`config.mk`:
```
export PLATFORM = sky130hd
export DESIGN_NAME = bus_trace_buffer
export DESIGN_NICKNAME = d
export VERILOG_FILES = /design/src/rtl/bus_trace_buffer_pkg.sv /design/src/rtl/bus_trace_buffer_ram.sv /design/src/rtl/bus_trace_buffer.sv
export SDC_FILE = /design/constraint.sdc
export NUM_CORES = 1
export LEC_CHECK = 0
export BUFFER_PORTS_ARGS = -buffer_cell sky130_fd_sc_hd__buf_2
export CAP_MARGIN = 40
export CORE_MARGIN = 5
export CORE_UTILIZATION = 64
export CTS_BUF_LIST = sky130_fd_sc_hd__clkbuf_8
export DETAILED_ROUTE_END_ITERATION = 8
export PLACE_DENSITY = 0.85
export SLEW_MARGIN = 30
export SYNTH_ARGS = -nofsm -noshare
export SYNTH_HDL_FRONTEND = slang
export SYNTH_SLANG_ARGS = --single-unit
```
`constraint.sdc`:
```
create_clock -name clk -period 4.1 [get_ports clk]
set_input_delay 0.41 -clock clk [delete_from_list [all_inputs] [get_ports clk]]
set_output_delay 0.41 -clock clk [all_outputs]
set_load 0.02 [all_outputs]
```
`src/rtl/bus_trace_buffer_pkg.sv`:
```
`default_nettype none
// +--------------------------------------------------------------------+
// | Module  : bus_trace_buffer_pkg                                      |
// | Purpose : Shared types and field layout for the 6502 bus trace      |
// |           buffer (entry = {sync, rw, addr[15:0], data[7:0]}).       |
// | Rev     : 1.0  initial release                                      |
// +--------------------------------------------------------------------+
package bus_trace_buffer_pkg;

   // Width of one trace entry and the bit offset of each field
   localparam int TRACE_W = 26;
   localparam int TR_DATA = 0;
   localparam int TR_ADDR = 8;
   localparam int TR_RW   = 24;
   localparam int TR_SYNC = 25;

   // Packed layout matches the offsets above (MSB first)
   typedef struct packed {
      logic        sync;
      logic        rw;
      logic [15:0] addr;
      logic [7:0]  data;
   } trace_entry_t;

endpackage : bus_trace_buffer_pkg
`default_nettype wire

```
`src/rtl/bus_trace_buffer_ram.sv`:
```
`default_nettype none
// +--------------------------------------------------------------------+
// | Module  : bus_trace_buffer_ram                                      |
// | Purpose : 2**AW x W trace store, one write port and one registered  |
// |           read port; maps to distributed RAM plus an output reg.    |
// | Rev     : 1.0  initial release                                      |
// +--------------------------------------------------------------------+
module bus_trace_buffer_ram #(
   parameter int AW = 4,
   parameter int W  = 26
) (
   input  logic          clk,
   input  logic          rst_n,
   input  logic          we,
   input  logic [AW-1:0] waddr,
   input  logic [W-1:0]  wdata,
   input  logic [AW-1:0] raddr,
   output logic [W-1:0]  rdata
);

   logic [W-1:0] mem [0:(2**AW)-1];

   // Write port: storage itself is never reset, only made unreachable
   always_ff @(posedge clk) begin
      if (we) mem[waddr] <= wdata;
   end

   // Registered read port; reset so the read outputs come up as zero
   always_ff @(posedge clk or negedge rst_n) begin
      if (!rst_n) rdata <= '0;
      else        rdata <= mem[raddr];
   end

endmodule : bus_trace_buffer_ram
`default_nettype wire

```
`src/rtl/bus_trace_buffer.sv`:
```
`default_nettype none
// +--------------------------------------------------------------------+
// | Module  : bus_trace_buffer                                          |
// | Purpose : Records the last 2**AW 6502 bus cycles while the CPU      |
// |           runs; when frozen, steps through them oldest first.       |
// | Rev     : 1.0  initial release                                      |
// +--------------------------------------------------------------------+
module bus_trace_buffer
   import bus_trace_buffer_pkg::*;
#(
   parameter int AW = 4
) (
   input  logic        clk,
   input  logic        rst_n,
   input  logic        phi2,
   input  logic        rw,
   input  logic        sync,
   input  logic [15:0] addr,
   input  logic [7:0]  data,
   input  logic        enable,
   input  logic        clear,
   input  logic        rd_rewind,
   input  logic        rd_step,
   output logic [15:0] rd_addr,
   output logic [7:0]  rd_data,
   output logic        rd_rw,
   output logic        rd_sync,
   output logic        rd_valid,
   output logic [AW:0] count,
   output logic        wrapped
);

   localparam int          DEPTH = 2**AW;
   localparam logic [AW:0] FULL  = (AW+1)'(DEPTH);

   logic          phi2_q;
   trace_entry_t  bus_q;
   logic [AW-1:0] wr_ptr;
   logic [AW-1:0] rd_idx;
   logic          fall;
   logic          we;
   logic [AW:0]   count_nxt;
   logic [AW-1:0] rd_idx_nxt;
   logic [AW-1:0] raddr;
   trace_entry_t  rd_entry;

   // Sample the synchronised bus every clock; bus_q holds the phi2-high
   // sample at the moment the falling edge is detected
   always_ff @(posedge clk or negedge rst_n) begin
      if (!rst_n) begin
         phi2_q <= 1'b0;
         bus_q  <= '0;
      end else begin
         phi2_q <= phi2;
         bus_q  <= '{sync: sync, rw: rw, addr: addr, data: data};
      end
   end

   assign fall = phi2_q & ~phi2;
   // clear outranks capture, and a frozen buffer never records
   assign we   = fall & enable & ~clear;

   // Next-state for count and read index
   always_comb begin
      count_nxt  = count;
      rd_idx_nxt = rd_idx;
      if (clear) begin
         count_nxt = '0;
      end else if (we && count != FULL) begin
         count_nxt = count + 1'b1;
      end
      if (clear || enable || rd_rewind) begin
         rd_idx_nxt = '0;
      end else if (rd_step && (({1'b0, rd_idx} + 1'b1) < count)) begin
         rd_idx_nxt = rd_idx + 1'b1;
      end
   end

   // Pointer, count, wrap flag and read index state
   always_ff @(posedge clk or negedge rst_n) begin
      if (!rst_n) begin
         wr_ptr   <= '0;
         count    <= '0;
         wrapped  <= 1'b0;
         rd_idx   <= '0;
         rd_valid <= 1'b0;
      end else begin
         count    <= count_nxt;
         rd_idx   <= rd_idx_nxt;
         rd_valid <= ~enable & (count_nxt != '0);
         if (clear) begin
            wrapped <= 1'b0;
         end else if (we) begin
            wr_ptr <= wr_ptr + 1'b1;
            if (count == FULL) wrapped <= 1'b1;
         end
      end
   end

   // Oldest entry sits count slots behind the write pointer; when full the
   // low AW bits of count are zero so oldest == wr_ptr
   assign raddr = wr_ptr - count[AW-1:0] + rd_idx;

   bus_trace_buffer_ram #(
      .AW (AW),
      .W  (TRACE_W)
   ) u_ram (
      .clk   (clk),
      .rst_n (rst_n),
      .we    (we),
      .waddr (wr_ptr),
      .wdata (bus_q),
      .raddr (raddr),
      .rdata (rd_entry)
   );

   assign rd_addr = rd_entry.addr;
   assign rd_data = rd_entry.data;
   assign rd_rw   = rd_entry.rw;
   assign rd_sync = rd_entry.sync;

endmodule : bus_trace_buffer
`default_nettype wire

```
==> results of run 1 <==
==> where the power goes <==
group | internal, mW | switching (mW)
clock | 2.06 | 1.79
sequential | 5.63 | 0.175
combinational | 2.23 | 3.05
total | 9.92 | 5.01
==> registers in the layout (all words and copies together), names as in the netlist <==
name,count
rd_idx,4
u_ram.rdata,26
u_ram.mem,416
wr_ptr,4
count,5
rd_valid,1
wrapped,1
phi2_q,1
bus_q,26
==> worst min path at each step <==
stage / startpoint / to / cells after the start
floorplan: rst_n / bus_q[0] / 0
global placement: rst_n / bus_q[3] / 1
detailed placement: rst_n / bus_q[3] / 1
CTS: clear / count[0] / 2
global route: enable / rd_valid / 3
finish: clear / count[1] / 2
==> metrics by stage <==
| stage | instances | instance area, sq um | worst slack, ns | util | hold slack (ns) |
|---|---|---|---|---|---|
| after floorplan | 881 | 18500 | 0.673 | - | 0.114 |
| after global placement | 1314 | 19400 | 0.883 | 0.679 | 0.508 |
| after detailed placement | 1320 | 19600 | 0.710 | 0.685 | 0.501 |
| after CTS | 1488 | 21400 | 0.696 | 0.746 | 0.0547 |
| after global routing | 1488 | 21400 | 0.548 | 0.746 | 0.0649 |
| final | 1488 | 21400 | 0.701 | 0.746 | 0.0832 |
==> logic make-up after synthesis <==
kind of cell             count (synthesis)  share of synthesized area
flip-flops                             484                      0.768
AND/OR/NAND/NOR                        126                     0.0325
multiplexers                           105                      0.127
AO/OA/AOI/OAI                           71                     0.0325
buffers and inverters                   62                     0.0187
adder cells (fa/ha/maj)                 19                     0.0141
XOR/XNOR                                14                    0.00744
==> layout make-up <==
class | instances | area (sq um)
sequential | 484 | 14200
fill | 1514 | 7270
multi-input combinational | 335 | 4120
clock buffer | 83 | 1140
timing repair buffer | 126 | 1030
tap | 384 | 480
clock inverter | 57 | 324
inverter | 19 | 71.3
==> placed cells by master, fill, tap and decap left out, types with 3 or more instances in the layout <==
master / synthesis / routed
clkinv_2: 0 / 8
clkinv_1: 0 / 18
buf_12: 0 / 4
a211oi_2: 24 / 24
nand2_1: 64 / 64
dfrtp_1: 68 / 68
clkbuf_8: 0 / 83
edfxtp_1: 416 / 416
buf_16: 0 / 6
nor2_1: 15 / 3
nand3_1: 4 / 4
mux4_2: 104 / 104
inv_1: 19 / 42
xnor2_1: 10 / 9
a21oi_1: 7 / 7
and2_1: 26 / 26
o21ai_0: 3 / 3
a31oi_1: 26 / 26
buf_2: 15 / 64
nor3_2: 0 / 4
nor2_4: 0 / 12
clkinvlp_4: 0 / 3
bufinv_16: 0 / 3
buf_4: 7 / 24
nand4_1: 4 / 4
ha_1: 16 / 15
dlygate4sd3_1: 0 / 28
==> layer usage <==
| layer | global-route usage | part of all wire | wire length [microns] | vias to the layer above |
|---|---|---|---|---|
| li1 | - | - | - | 3872 |
| met1 | 0.320 | 0.38 | 14300 | 4707 |
| met2 | 0.409 | 0.52 | 19700 | 438 |
| met3 | 0.0435 | 0.073 | 2760 | 85 |
| met4 | 0.0753 | 0.024 | 891 | 0 |
| met5 | 0 | 0 | 0 | - |
==> what timing repair did <==
| action | in CTS | in global routing |
|---|---|---|
| hold endpoints to repair | 66 | 0 |
| hold buffers | 28 | 0 |
| gates resized for setup | 0 | 0 |
==> flow_summary_export.csv, run 1 <==
group,metric,value,unit
floorplan,placementRows,62,
global_route,grt_pass1_vias,9844,
detailed_routing,wirelength,37600,microns
timing,min_period,3.40,ns
detailed_routing,route.detailed.drc,0,
yosys,yosys.area.top_type_share,0.676,
clock_network,post_cts_buffers,0,
timing,fmax,294,MHz
floorplan,dieArea,32400,sq um
place,hpwl,21000,microns
worst_setup_path,worst_path_max_delay_cell,"fa_4",
worst_setup_path,cp.arrival,3.86,ns
yosys,synth_area_leaders,"edfxtp_1, mux4_2, dfrtp_1",
timing,setup_tns,0,ns
floorplan,dieHeight,180,microns
yosys,syn_nets,933,
pwr,power_leakage,7.28,nW
status,status,"finished clean",
timing,rsz0062_at_grt,"no",
yosys,synth-seq-cells,484,
worst_setup_path,crit_path_max_incr_delay,0.78,ns
pwr,finalPower,14.9,mW
worst_setup_path,worstReg2RegStart,"count[1]",
worst_setup_path,crit_family,"adder cells",
yosys,yosysWarningCount,0,
global_route,antenna_found_initial,0,
yosys,synth_area,18500,sq um
floorplan,initial_core_util,0.646,
detailed_routing,first_pass_iters,5,
worst_setup_path,worstSetupPathDepth,8,
finish,fin_nets,1093,
timing,slew_headroom,0.451,
clock_network,cts_tree,"built",
timing,tightest_slew,0.822,ns
yosys,synth_largest_area_cell,"edfxtp_1",
worst_setup_path,critPathLaunch,"count[1]",
clock_network,insertion_delay,0.60,ns
clock_network,htreeDepth,3,
worst_hold_path,hold_class,"in2reg",
finish,drive_gt1_frac,0.316,
worst_setup_path,ff2ff_setup_slack,0.70,ns
finish,area_delta_synth_final,15.5,%
yosys,synth.most_common_cell,"edfxtp_1",
yosys,ys_seq_area_frac,0.768,
detailed_routing,vias_per_cell,6.12,
yosys,syn_inst,881,
finish,num_antenna_cells,0,
worst_setup_path,required,4.56,ns
timing,finalMaxSlewViolations,0,
yosys,synth-edff-count,416,
clock_network,clockBufferDepth,3,
worst_setup_path,crit_buf_inv,2,
timing,setup_viol,0,
floorplan,core,28600,sq um
worst_setup_path,path_class,"reg2reg",
yosys,ys.flop_type,"edfxtp_1",
detailed_routing,antenna_left,0,
clock_network,numCtsBuffers,75,
flow_run,maxCapViolCount,0,
place,place_congestion,0.799,
pwr,powerDensity,699,nW/um^2
floorplan,ios,66,
global_route,track_usage,0.239,
yosys,synthDistinctLibCells,43,
detailed_routing,via_count,9102,
worst_setup_path,r2r_end,"u_ram.rdata[0]",
timing,clock_skew,0.0226,ns
timing,fin_crit_sh,0.829,
global_route,grt_start_max_net_pins,69,
clock_network,path_clk_slew,0.06,ns
yosys,async_flop_share,0.140,
worst_setup_path,critPathCapture,"u_ram.rdata[0]",
yosys,synthTopCellsByCount,"edfxtp_1, mux4_2, dfrtp_1",
global_route,grt_pass1_wl,58100,microns
floorplan,dieWidth,180,microns
worst_setup_path,end_kind,"flip-flop",
pwr,peakVddDrop,0.665,mV
global_route,overflow,0,
worst_setup_path,path_cells,"fa_1 -> inv_1 -> fa_4 -> buf_4 -> mux4_2 -> and2_1 -> a211oi_1 -> a31oi_1",
worst_setup_path,startpoint_type,"flip-flop",
worst_setup_path,crit_fanout,36,
worst_setup_path,r2r_cells,8,
detailed_routing,wl_per_cell,25.3,microns
place,port_buffers,65,
timing,hold_viol,0,
detailed_routing,drt_iter0_drc,820,
clock_network,cts_root_buffer,"clkbuf_8",
yosys,avgSynthCellArea,21.0,sq um
clock_network,numClockSinks,484,
Power figures use the tool's default switching activity.
==> inputs of run 2 (changes only) <==
--- a/config.mk
+++ b/config.mk
@@ -8,10 +8,10 @@
 export BUFFER_PORTS_ARGS = -buffer_cell sky130_fd_sc_hd__buf_2
 export CAP_MARGIN = 40
 export CORE_MARGIN = 5
-export CORE_UTILIZATION = 64
+export CORE_UTILIZATION = 58
 export CTS_BUF_LIST = sky130_fd_sc_hd__clkbuf_8
 export DETAILED_ROUTE_END_ITERATION = 8
-export PLACE_DENSITY = 0.85
+export PLACE_DENSITY = 0.81
 export SLEW_MARGIN = 30
 export SYNTH_ARGS = -nofsm -noshare
 export SYNTH_HDL_FRONTEND = slang
==> constraint.sdc (replaced) <==
create_clock -name clk -period 3 [get_ports clk]
set_input_delay 0.3 -clock clk [delete_from_list [all_inputs] [get_ports clk]]
set_output_delay 0.3 -clock clk [all_outputs]
set_load 0.02 [all_outputs]
==> run 2 against run 1 <==
Compared with the run above:
- non-clock buffer count grew 61
- cell count grew 5.4%
- sequential share of layout area shrank 2.6 points
- largest power group is now combinational cells
- critical endpoint is now u_ram.rdata[8]
- largest cell class unchanged
- highest routed layer is now met5
==> flow_summary_export.csv, run 2 (synthesized netlist as in run 1, its figures left out) <==
group,metric,value,unit
finish,fin_nets,1156,
finish,num_antenna_cells,0,
finish,final-seq-area,14200,sq um
floorplan,placementRows,65,
worst_hold_path,min-delay-start,"rd_rewind",
clock_network,clockBufferDepth,3,
global_route,overflow,0,
floorplan,dieHeight,189,microns
timing,slew_headroom,0.545,
finish,fin_cells,1568,
worst_setup_path,cp.arrival,3.46,ns
worst_setup_path,crit_fanout,8,
global_route,grt_pass1_vias,10200,
timing,fin_ws,0.00881,ns
place,dp_cells,1373,
timing,hold_viol,0,
finish,layout_commonest_cell,"edfxtp_1",
global_route,antenna_found_initial,1,
worst_setup_path,worstReg2RegStart,"rd_idx[1]",
global_route,gr-usage-met3,0.0437,
timing,clock_skew,0.0219,ns
place,port_buffers,65,
finish,area_delta_synth_final,20.1,%
timing,setup_viol,0,
place,place_congestion,0.788,
timing,rsz0062_at_grt,"yes",
detailed_routing,vias_per_cell,6.01,
finish,largest_register_ffs,416,
global_route,track_usage,0.231,
detailed_routing,wirelength,40200,microns
pwr,p_clk_frac,0.256,
clock_network,numCtsBuffers,77,
pwr,p_int,15.2,mW
detailed_routing,wl_per_cell,25.6,microns
worst_setup_path,startpoint_type,"flip-flop",
pwr,p_seq_frac,0.351,
timing,tightest_slew,0.682,ns
global_route,met2_usage,0.390,
worst_setup_path,critPathLaunch,"rd_idx[1]",
finish,largestRegisters,"u_ram.mem x416, bus_q x26, u_ram.rdata x26",
global_route,grt_pass1_wl,61000,microns
floorplan,dieArea,35600,sq um
global_route,grt_start_max_net_pins,40,
finish,largest_register,"u_ram.mem",
clock_network,htreeDepth,3,
floorplan,ios,66,
pwr,power_leakage,7.73,nW
finish,multi_input_area,4200,sq um
finish,fillers,1789,
clock_network,cts_root_buffer,"clkbuf_8",
pwr,switching_share,0.328,
pwr,power_switching,7.40,mW
timing,fin_crit_sh,0.997,
floorplan,initial_core_util,0.586,
global_route,met1_usage,0.311,
detailed_routing,route.detailed.drc,0,
flow_run,maxCapViolCount,0,
detailed_routing,via_count,9420,
worst_setup_path,required,3.47,ns
place,hpwl,21300,microns
worst_setup_path,end_kind,"flip-flop",
pwr,comb_power_share,0.392,
clock_network,cts_tree,"built",
detailed_routing,first_pass_iters,5,
floorplan,dieWidth,189,microns
finish,final_cell_mix,"edfxtp_1, mux4_2, clkbuf_8",
clock_network,insertion_delay,0.59,ns
worst_setup_path,path_class,"reg2reg",
worst_setup_path,ff2ff_setup_slack,0.009,ns
pwr,powerDensity,1020,nW/um^2
timing,whs,0.0661,ns
timing,fmax,334,MHz
status,status,"finished clean",
global_route,grt-busiest-layer,"met2",
detailed_routing,antenna_left,0,
worst_hold_path,hold_class,"in2reg",
clock_network,path_clk_slew,0.06,ns
detailed_routing,drt_iter0_drc,853,
timing,finalMaxSlewViolations,0,
timing,min_period,2.99,ns
floorplan,core,31600,sq um
place,pre_cts_slack,-0.0893,ns
finish,drive_gt1_frac,0.375,
pwr,peakVddDrop,0.913,mV
clock_network,numClockSinks,484,
==> run 2: cell types whose count changed in the layout (fill, tap and decap cells not counted), moves of 5 or more <==
cell       change
buf_4         +35
and2_1        -15
and2_4        +15
buf_6         +13
buf_12        +11
clkinv_1       -6
bufinv_16      +5
==> run 2: final timing paths <==
kind                              endpoint  depth (start not counted)
hold reg to reg                    wrapped                          2
max in group asynchronous        bus_q[18]                          3
setup reg to reg            u_ram.rdata[8]                         10
min in group asynchronous  u_ram.rdata[12]                          2
setup / recovery            u_ram.rdata[8]                         10
hold / removal                   rd_idx[0]                          3
==> run 2: timing repair <==
action / in CTS / in global routing
hold buffers: 30 / 0
gates cloned: 2 / 2
setup buffers: 15 / 7
gates resized for setup: 36 / 13
setup endpoints to repair: 20 / 26
pin swaps: 14 / 11
hold endpoints to repair: 69 / 0
==> run 2: final cells by class <==
cell class,count,area share
inverters,19,0.00321
multi-input cells,335,0.189
clock buffers,83,0.0514
flip-flops and latches,484,0.639
clock inverters,58,0.0208
repair buffers,187,0.0741
well taps,402,0.0226
==> run 2: stage by stage <==
stage                     setup TNS [ns]  total power, mW   util  instance area [sq um]
after detailed placement          -0.880             15.9  0.631                  19900
after CTS                         -0.677             22.4  0.701                  22100
after global placement           -0.0129             15.7  0.631                  19900
after floorplan                        0             13.4      -                  18500
final                                  0             22.6  0.704                  22200
after global routing              -0.458             23.7  0.704                  22200
==> run 2: critical path, stage by stage (launching register included) <==
cell and delay, ns:
dfrtp_1 0.35, inv_2 0.05, fa_1 0.57, inv_2 0.05, fa_4 0.79, buf_12 0.16, buf_16 0.15, mux4_2 0.32
and2_4 0.18, a211oi_2 0.19, a31oi_1 0.05
==> run 2: power by group through the flow <==
stage	combinational, mW	sequential, mW	clock, mW
6_report	8.85	7.92	5.78
5_1_grt	9.48	7.96	6.22
4_1_cts	8.62	7.93	5.86
3_5_place_dp	7.88	8.06	0
3_3_place_gp	7.64	8.05	0
2_1_floorplan	5.26	8.19	0
==> run 2: metal layers <==
metal	wire, microns	vias to the layer above
met5	13	-
met4	777	2
met3	2900	66
met2	20900	401
met1	15600	4936
li1	-	4015
